[config.mk]
export PLATFORM = sky130hd
export DESIGN_NAME = aer_receiver
export DESIGN_NICKNAME = d
export VERILOG_FILES = /design/src/rtl/aer_pkg.sv /design/src/rtl/aer_sync.sv /design/src/rtl/aer_receiver.sv
export SDC_FILE = /design/constraint.sdc
export NUM_CORES = 1
export LEC_CHECK = 0
export ABC_AREA = 1
export CAP_MARGIN = 20
export CELL_PAD_IN_SITES_DETAIL_PLACEMENT = 0
export CELL_PAD_IN_SITES_GLOBAL_PLACEMENT = 1
export CORE_MARGIN = 3
export CORE_UTILIZATION = 41
export DETAILED_ROUTE_END_ITERATION = 8
export PLACE_DENSITY = 0.81
export SYNTH_ARGS = -nofsm -noshare
export SYNTH_HDL_FRONTEND = slang
export SYNTH_SLANG_ARGS = --single-unit
[constraint.sdc]
create_clock -name clk -period 3 [get_ports clk]
set_clock_uncertainty 0.15 [all_clocks]
set_input_delay 0.6 -clock clk [delete_from_list [all_inputs] [get_ports clk]]
set_output_delay 0.6 -clock clk [all_outputs]
set_load 0.1 [all_outputs]
[src/rtl/aer_pkg.sv]
// rtl/aer_pkg.sv - shared AER address map and receiver FSM state encoding
package aer_pkg;

  localparam logic [1:0] ADDR_CH1_UP   = 2'b00;
  localparam logic [1:0] ADDR_CH1_DOWN = 2'b01;
  localparam logic [1:0] ADDR_CH2_UP   = 2'b10;
  localparam logic [1:0] ADDR_CH2_DOWN = 2'b11;

  typedef enum logic [1:0] {
    ST_IDLE = 2'd0,
    ST_ACK  = 2'd1,
    ST_ERR  = 2'd2
  } state_e;

endpackage

[src/rtl/aer_sync.sv]
// rtl/aer_sync.sv - N-stage flop synchronizer for one asynchronous input
module aer_sync #(
  parameter int N = 2
) (
  input  logic clk,
  input  logic reset,
  input  logic d,
  output logic q
);

  logic [N-1:0] sync_q;
  logic [N-1:0] sync_d;

  always_comb begin
    sync_d = {sync_q[N-2:0], d};
  end

  always_ff @(posedge clk) begin
    if (reset) begin
      sync_q <= '0;
    end else begin
      sync_q <= sync_d;
    end
  end

  assign q = sync_q[N-1];

endmodule

[src/rtl/aer_receiver.sv]
// rtl/aer_receiver.sv - AER link receiver: 4-phase req/ack handshake, event decode,
// saturating per-channel counts and sticky handshake-timeout error
module aer_receiver
  import aer_pkg::*;
#(
  parameter int SYNC_STAGES = 2,
  parameter int CNT_W       = 8,
  parameter int TIMEOUT     = 255
) (
  input  logic               clk,
  input  logic               reset,
  input  logic               req,
  input  logic               bit0,
  input  logic               bit1,
  output logic               ack,
  output logic               ch1_up,
  output logic               ch1_down,
  output logic               ch2_up,
  output logic               ch2_down,
  output logic [1:0]         event_addr,
  output logic [4*CNT_W-1:0] cnt,
  output logic               err
);

  localparam logic [15:0] TMO_LAST = 16'(TIMEOUT - 1);

  logic       req_s;
  logic       bit0_s;
  logic       bit1_s;
  logic [1:0] addr_s;

  aer_sync #(.N(SYNC_STAGES)) u_sync_req  (.clk(clk), .reset(reset), .d(req),  .q(req_s));
  aer_sync #(.N(SYNC_STAGES)) u_sync_bit0 (.clk(clk), .reset(reset), .d(bit0), .q(bit0_s));
  aer_sync #(.N(SYNC_STAGES)) u_sync_bit1 (.clk(clk), .reset(reset), .d(bit1), .q(bit1_s));

  assign addr_s = {bit1_s, bit0_s};

  state_e                  state_q, state_d;
  logic                    ack_q, ack_d;
  logic                    err_q, err_d;
  logic [3:0]              pulse_q, pulse_d;
  logic [1:0]              event_addr_q, event_addr_d;
  logic [15:0]             tmo_q, tmo_d;
  logic [3:0][CNT_W-1:0]   cnt_q, cnt_d;

  always_comb begin
    state_d      = state_q;
    ack_d        = ack_q;
    err_d        = err_q;
    pulse_d      = 4'b0000;
    event_addr_d = event_addr_q;
    tmo_d        = tmo_q;
    cnt_d        = cnt_q;

    unique case (state_q)
      ST_IDLE: begin
        ack_d = 1'b0;
        if (req_s) begin
          event_addr_d = addr_s;
          pulse_d      = 4'b0001 << addr_s;
          if (cnt_q[addr_s] != {CNT_W{1'b1}}) begin
            cnt_d[addr_s] = cnt_q[addr_s] + CNT_W'(1);
          end
          tmo_d   = '0;
          ack_d   = 1'b1;
          state_d = ST_ACK;
        end
      end
      ST_ACK: begin
        // Release wins over timeout when both happen in the same cycle.
        if (!req_s) begin
          ack_d   = 1'b0;
          state_d = ST_IDLE;
        end else if (tmo_q == TMO_LAST) begin
          ack_d   = 1'b0;
          err_d   = 1'b1;
          state_d = ST_ERR;
        end else begin
          tmo_d = tmo_q + 16'd1;
        end
      end
      ST_ERR: begin
        ack_d = 1'b0;
        if (!req_s) begin
          state_d = ST_IDLE;
        end
      end
      default: begin
        ack_d   = 1'b0;
        state_d = ST_IDLE;
      end
    endcase
  end

  always_ff @(posedge clk) begin
    if (reset) begin
      state_q      <= ST_IDLE;
      ack_q        <= 1'b0;
      err_q        <= 1'b0;
      pulse_q      <= 4'b0000;
      event_addr_q <= 2'b00;
      tmo_q        <= '0;
      cnt_q        <= '0;
    end else begin
      state_q      <= state_d;
      ack_q        <= ack_d;
      err_q        <= err_d;
      pulse_q      <= pulse_d;
      event_addr_q <= event_addr_d;
      tmo_q        <= tmo_d;
      cnt_q        <= cnt_d;
    end
  end

  assign ack        = ack_q;
  assign err        = err_q;
  assign event_addr = event_addr_q;
  assign cnt        = cnt_q;
  assign ch1_up     = pulse_q[ADDR_CH1_UP];
  assign ch1_down   = pulse_q[ADDR_CH1_DOWN];
  assign ch2_up     = pulse_q[ADDR_CH2_UP];
  assign ch2_down   = pulse_q[ADDR_CH2_DOWN];

endmodule

======== After elaboration in Yosys (flattened, before gate mapping) ========
Index checks and enable logic that the tools add are counted.
storage, ports and cells
  register bits after elaboration ......... 64
  bits of input ports ..................... 5
operators by class
  add/subtract/negate cells ............... 2
  magnitude comparators ................... 2
  eq/ne operators ......................... 9
  shift-type cells ........................ 1
  multiplexer cells ....................... 18
  bitwise operators ....................... 2
  reductions and logical operators ........ 9
operator list
  operator               number
  $mux 16                3
  $bwmux 32              1
  $pmux 16 s2            1
  $add 16x1->16 const B  1
  $bmux 8 s2             1
  $demux 8 s2            1
  $eq 16x8->1 const B    1
  $mux 8                 2
  $reduce_and 3->1       3
  $add 8x1->8 const B    1
  $mux 2                 4
  $ne 8x8->1 const B     1
  $pmux 2 s3             1
  $ne 2x1->1 const B     2
  $ne 2x2->1 const B     2
  $reduce_and 4->1       1
  $shl 1x2->4 const A    1
  $lt 2x3->1 const B     1
  $mux 1                 3
  $ne 3x3->1 const B     1
  $reduce_or 3->1        1
  $eq 2x1->1 const B     1
  $eq 2x2->1 const B     1
  $ge 2x1->1 const B     1
  other kinds (6)        7

======== Longest topological paths before layout ========
  depth after elaboration ................. 5
  depth in mapped cells ................... 15
  mapped depth without buffers ............ 13

======== Modules after synthesis ========
From an unflattened synthesis, not the netlist that was laid out.
unflattened totals
  cells, all modules ...................... 537
  area, all modules ....................... 3422.0 µm²
modules (own cells, without submodules)
  module        times used  cells an instance  area an instance (µm²)  sequential area each (µm²)
  aer_receiver  1           519                3256.9                  1161.1
  aer_sync      3           6                  55.1                    40.0

======== Worst setup path after synthesis ========
OpenSTA, ideal clock, no wires.
  path type ............................... register -> register
  start point ............................. reg cnt_q (netlist bit cnt[16])
  end point ............................... reg cnt_q (netlist bit cnt[21])
  data arrival time ....................... 2226 ps
  data required time ...................... 2737 ps
  path slack .............................. 512 ps
  stages on the path, launching flop included .. 14
  path buffers ............................ 1
  clock period less this slack ............ 2488 ps
  cell sequence ........................... dfxtp_1 inv_1 o21ai_1 nand2_1 nand2_2 ha_1 nand2_1 nor2_4 nand2_8 nand3_4 buf_6 nand2_1 nand2_1 nor2_1
between the ends
  cells in the longest elaborated chain, start to end .. 4
  elaborated cells between the ends (all ways) .. 6
  those cells by class .................... add/sub (1); eq/ne (1); mux (3); reduce/logical (1)
RTL lines
  what                                           RTL line                                source
  start: declaration                             aer_receiver.sv:44                      logic [3:0][CNT_W-1:0] cnt_q, cnt_d;
  start signal: assignment                       aer_receiver.sv:111                     cnt_q <= cnt_d;
  $bmux 8 s2 *                                   aer_receiver.sv:61, aer_receiver.sv:62
  $mux 8 (implied by the code) *                 aer_receiver.sv:61, aer_receiver.sv:62
  $add 8x1->8 or $ne 8x8->1 (tied branches)      aer_receiver.sv:62, aer_receiver.sv:61
  $bwmux 32 or $reduce_and 3->1 (tied branches)  -
Mark *: on every way between the ends. The rest lies on a longest branch, timed or not. The select of a mux whose other input is x is not followed.
A chain may end at the register's enable or synchronous reset.

======== Worst setup path in the final report ========
  start point ............................. reg u_sync_bit1.sync_q[1]
  end point ............................... reg cnt_q (netlist bit cnt[8])
between the ends
  cells in the longest elaborated chain, start to end .. 5
  elaborated cells between the ends (all ways) .. 11
  those cells by class .................... add/sub (1); order compare (2); eq/ne (1); mux (5); reduce/logical (2)
RTL lines
  what                                                 RTL line        source
  start: declaration                                   aer_sync.sv:11  logic [N-1:0] sync_q;
  start signal: assignment                             aer_sync.sv:22  sync_q <= sync_d;
  branches (longest 5 deep; another with $add 8x1->8)  -
Several ways; the timed one is not identified. The select of a mux whose other input is x is not followed.

==> impl_metrics.yaml <==
detailed_routing:
  drt_first_pass_iters: 6
  wl_mm: 8.652
  wl_per_cell_um: 12.52
  final_antenna_net_count: 0
  drc: 0
  num_vias: 3219
  drt_first_iter_violations: 157
  via_per_inst: 4.658
worst_setup_path:
  crit_type: "reg2reg"
  worst_path_largest_cell_delay_ns: 0.70
  worst-r2r-setup-slack_ns: 0.64
  worstSetupStartpointType: "flop"
  crit_start: "u_sync_bit1.sync_q[1]"
  r2r-end: "cnt[8]"
  crit_fanout: 15
  critical_path_required_ns: 3.13
  crit_arrival_ns: 2.49
  cpMaxStageDelayCell: "dfxtp_1"
  cp_cell_sequence: "inv_2 > nand2_1 > nand2_1 > ha_1 > nand2_1 > nor2_4 > nand2_8 > nand3_4 > nand2_1 > nand2_1 > nor2_1"
  worstSetupEndpoint: "cnt[8]"
  crit_top_cell: "nand2_1"
  reg2regPathDepth: 11
  endpoint_kind: "flop"
  rr_startpoint: "u_sync_bit1.sync_q[1]"
synth:
  yosysTopAreaCellShare: 0.3774
  synthTopCellsByArea: "dfxtp_1 (38%), nand2_1 (21%), nor2_1 (11%)"
  yosysUniqueCellTypes: 25
  postSynthNetCount: 547
  syn_inst: 539
  synth_area_um2: 3395
  ys_ff_latch: 64
  ys_seq_area_frac: 0.3774
  yosysWarnings: 0
  netlist.top_cell.by_area: "dfxtp_1"
  syn_avg_cell_area_um2: 6.298
cts:
  path_clk_slew_ns: 0.07
  ctsLongestPathBuffers: 2
  clkSinkCount: 64
  numCtsBuffers: 9
  post_cts_buffers: 0
  htreeDepth: 3
  cts_tree: "yes"
  clock_latency_ns: 0.35
  cts_resized: 0
  clock-root-buffer: "clkbuf_8"
  hold_buffers: 0
cells_and_area:
  fill_cells: 845
  diodes: 0
  final_cell_mix: "nand2_1 (191), nor2_1 (100), inv_1 (71)"
  final_layout_size_suffix_gt1_frac: 0.1307
  areaGrowthSynthToFinish_pct: 18.02
  nets: 592
  final_common_cell: "nand2_1"
  finish.instance_area_um2: 4006
placed_design:
  gp_congestion: 0.8687
  port_buffers: 44
  place_hpwl_mm: 6.463
  dpl_cell_area_um2: 3786
sta:
  post-route-period-util: 0.7860
  hold_viol: 0
  setup_violations: 0
  maxSlewViolCount: 0
  max_freq_ghz: 0.4241
  slew_headroom: 0.5548
  rsz0062_at_grt: "false"
  post-route-min-period_ns: 2.358
  tns_ns: 0
  tightest_slew_ns: 0.6653
floorplanning:
  num_io_pins: 45
  rows: 32
  die_w_um: 96.99
  dieArea_um2: 9407
  fp.dieH_um: 96.99
  core_area_um2: 7888
  start_util: 0.4304
grt:
  grt_max_degree: 23
  grt_use_total: 0.1925
  grt_overflow: 0
  antenna_found_initial: 0
  grt_pass1_wl_mm: 14.81
  grt_pass1_vias: 2998
power_and_ir_drop:
  peakVddDrop_mv: 0.3088
  p_per_area_nw_per_um2: 473.0
  power_leakage_nw: 1.897
run_status:
  status: "finished clean"
job:
  cap_violations: 0
min_path:
  hold_class: "reg2reg"
registers in the layout, summed over array words and instances (netlist names), 2 cells and up:
signal / flops
cnt: 32
event_addr: 2
pulse_q: 4
state_q: 2
tmo_q: 16
u_sync_bit0.sync_q: 2
u_sync_bit1.sync_q: 2
u_sync_req.sync_q: 2
worst max-delay path, delay by kind of cell, from the launching register on:
kind,cells,cell delay [ns]
fa+ha+maj,1,0.21
buf+inv,1,0.22
flops,1,0.70
simple gates,9,0.99
area by class of cell:
cell class / count / area [um2] / area share
sequential: 64 / 1281 / 0.3198
timing repair buffer: 49 / 377.9 / 0.09432
inverter: 76 / 285.3 / 0.07121
clock inverter: 6 / 92.59 / 0.02311
multi-input combinational: 384 / 1714 / 0.4279
tap: 102 / 127.6 / 0.03186
clock buffer: 10 / 127.6 / 0.03186
how the worst min path moves through the flow:
stage,to,start,depth (start not counted),slack [ns]
after floorplan,u_sync_bit0.sync_q[1],u_sync_bit0.sync_q[0],2,0.24
final,u_sync_bit0.sync_q[1],u_sync_bit0.sync_q[0],2,0.26
after global placement,u_sync_req.sync_q[1],u_sync_req.sync_q[0],2,0.25
after CTS,u_sync_req.sync_q[1],u_sync_req.sync_q[0],2,0.26
after global routing,u_sync_req.sync_q[1],u_sync_req.sync_q[0],2,0.29
after detailed placement,u_sync_bit0.sync_q[1],u_sync_bit0.sync_q[0],2,0.25
through the flow:
stage	total power [mW]	worst slack (ns)	instances	hold WS (ns)	utilization
6_report	1.895	0.6420	691	0.2601	0.5079
5_1_grt	1.976	0.3900	691	0.2892	0.5079
4_1_cts	1.918	0.6129	691	0.2638	0.5079
3_5_place_dp	1.078	0.6351	675	0.2489	0.4800
3_3_place_gp	1.077	0.6689	675	0.2450	0.4800
2_1_floorplan	1.034	0.5115	539	0.2383	-
logic make-up (layout without fill, tap and decap cells):
family / count (synthesis) / count (layout) / synth area share
AO/OA/AOI/OAI: 29 / 29 / 0.04276
XOR/XNOR: 5 / 5 / 0.01290
adder cells (fa/ha/maj): 3 / 3 / 0.01106
buffers and inverters: 91 / 141 / 0.1176
flip-flops: 64 / 64 / 0.3774
AND/OR/NAND/NOR: 347 / 347 / 0.4383
layer usage:
metal | global-route usage | vias up | part of all wire
met1 | 0.2616 | 1424 | 0.50
met5 | 0 | - | 0
met3 | 0.04182 | 6 | 0.039
met2 | 0.3057 | 58 | 0.45
met4 | 0.05832 | 0 | 0.0080
li1 | - | 1731 | -
synthesized netlist by cell type:
library cell  count
a21oi_1          16
buf_1             1
buf_2             4
buf_6             7
clkbuf_1          3
clkinv_1          2
dfxtp_1          64
ha_1              3
inv_1            71
inv_2             3
nand2_1         191
nand2_2           5
nand2_8           1
nand3_1          15
nand3_4           4
nand3b_1          3
nand4_1          16
nor2_1          100
nor2_4            2
nor3_1            7
nor4_1            1
o21ai_0           8
o21ai_1           5
or2_2             2
xor2_1            5
where the power goes:
| part | total [mW] | internal (mW) | switching [mW] |
|---|---|---|---|
| Combinational | 0.183 | 0.0408 | 0.142 |
| Clock | 0.838 | 0.472 | 0.366 |
| Sequential | 0.874 | 0.862 | 0.0115 |
| Total | 1.89 | 1.38 | 0.520 |
Power figures use the tool's default switching activity.
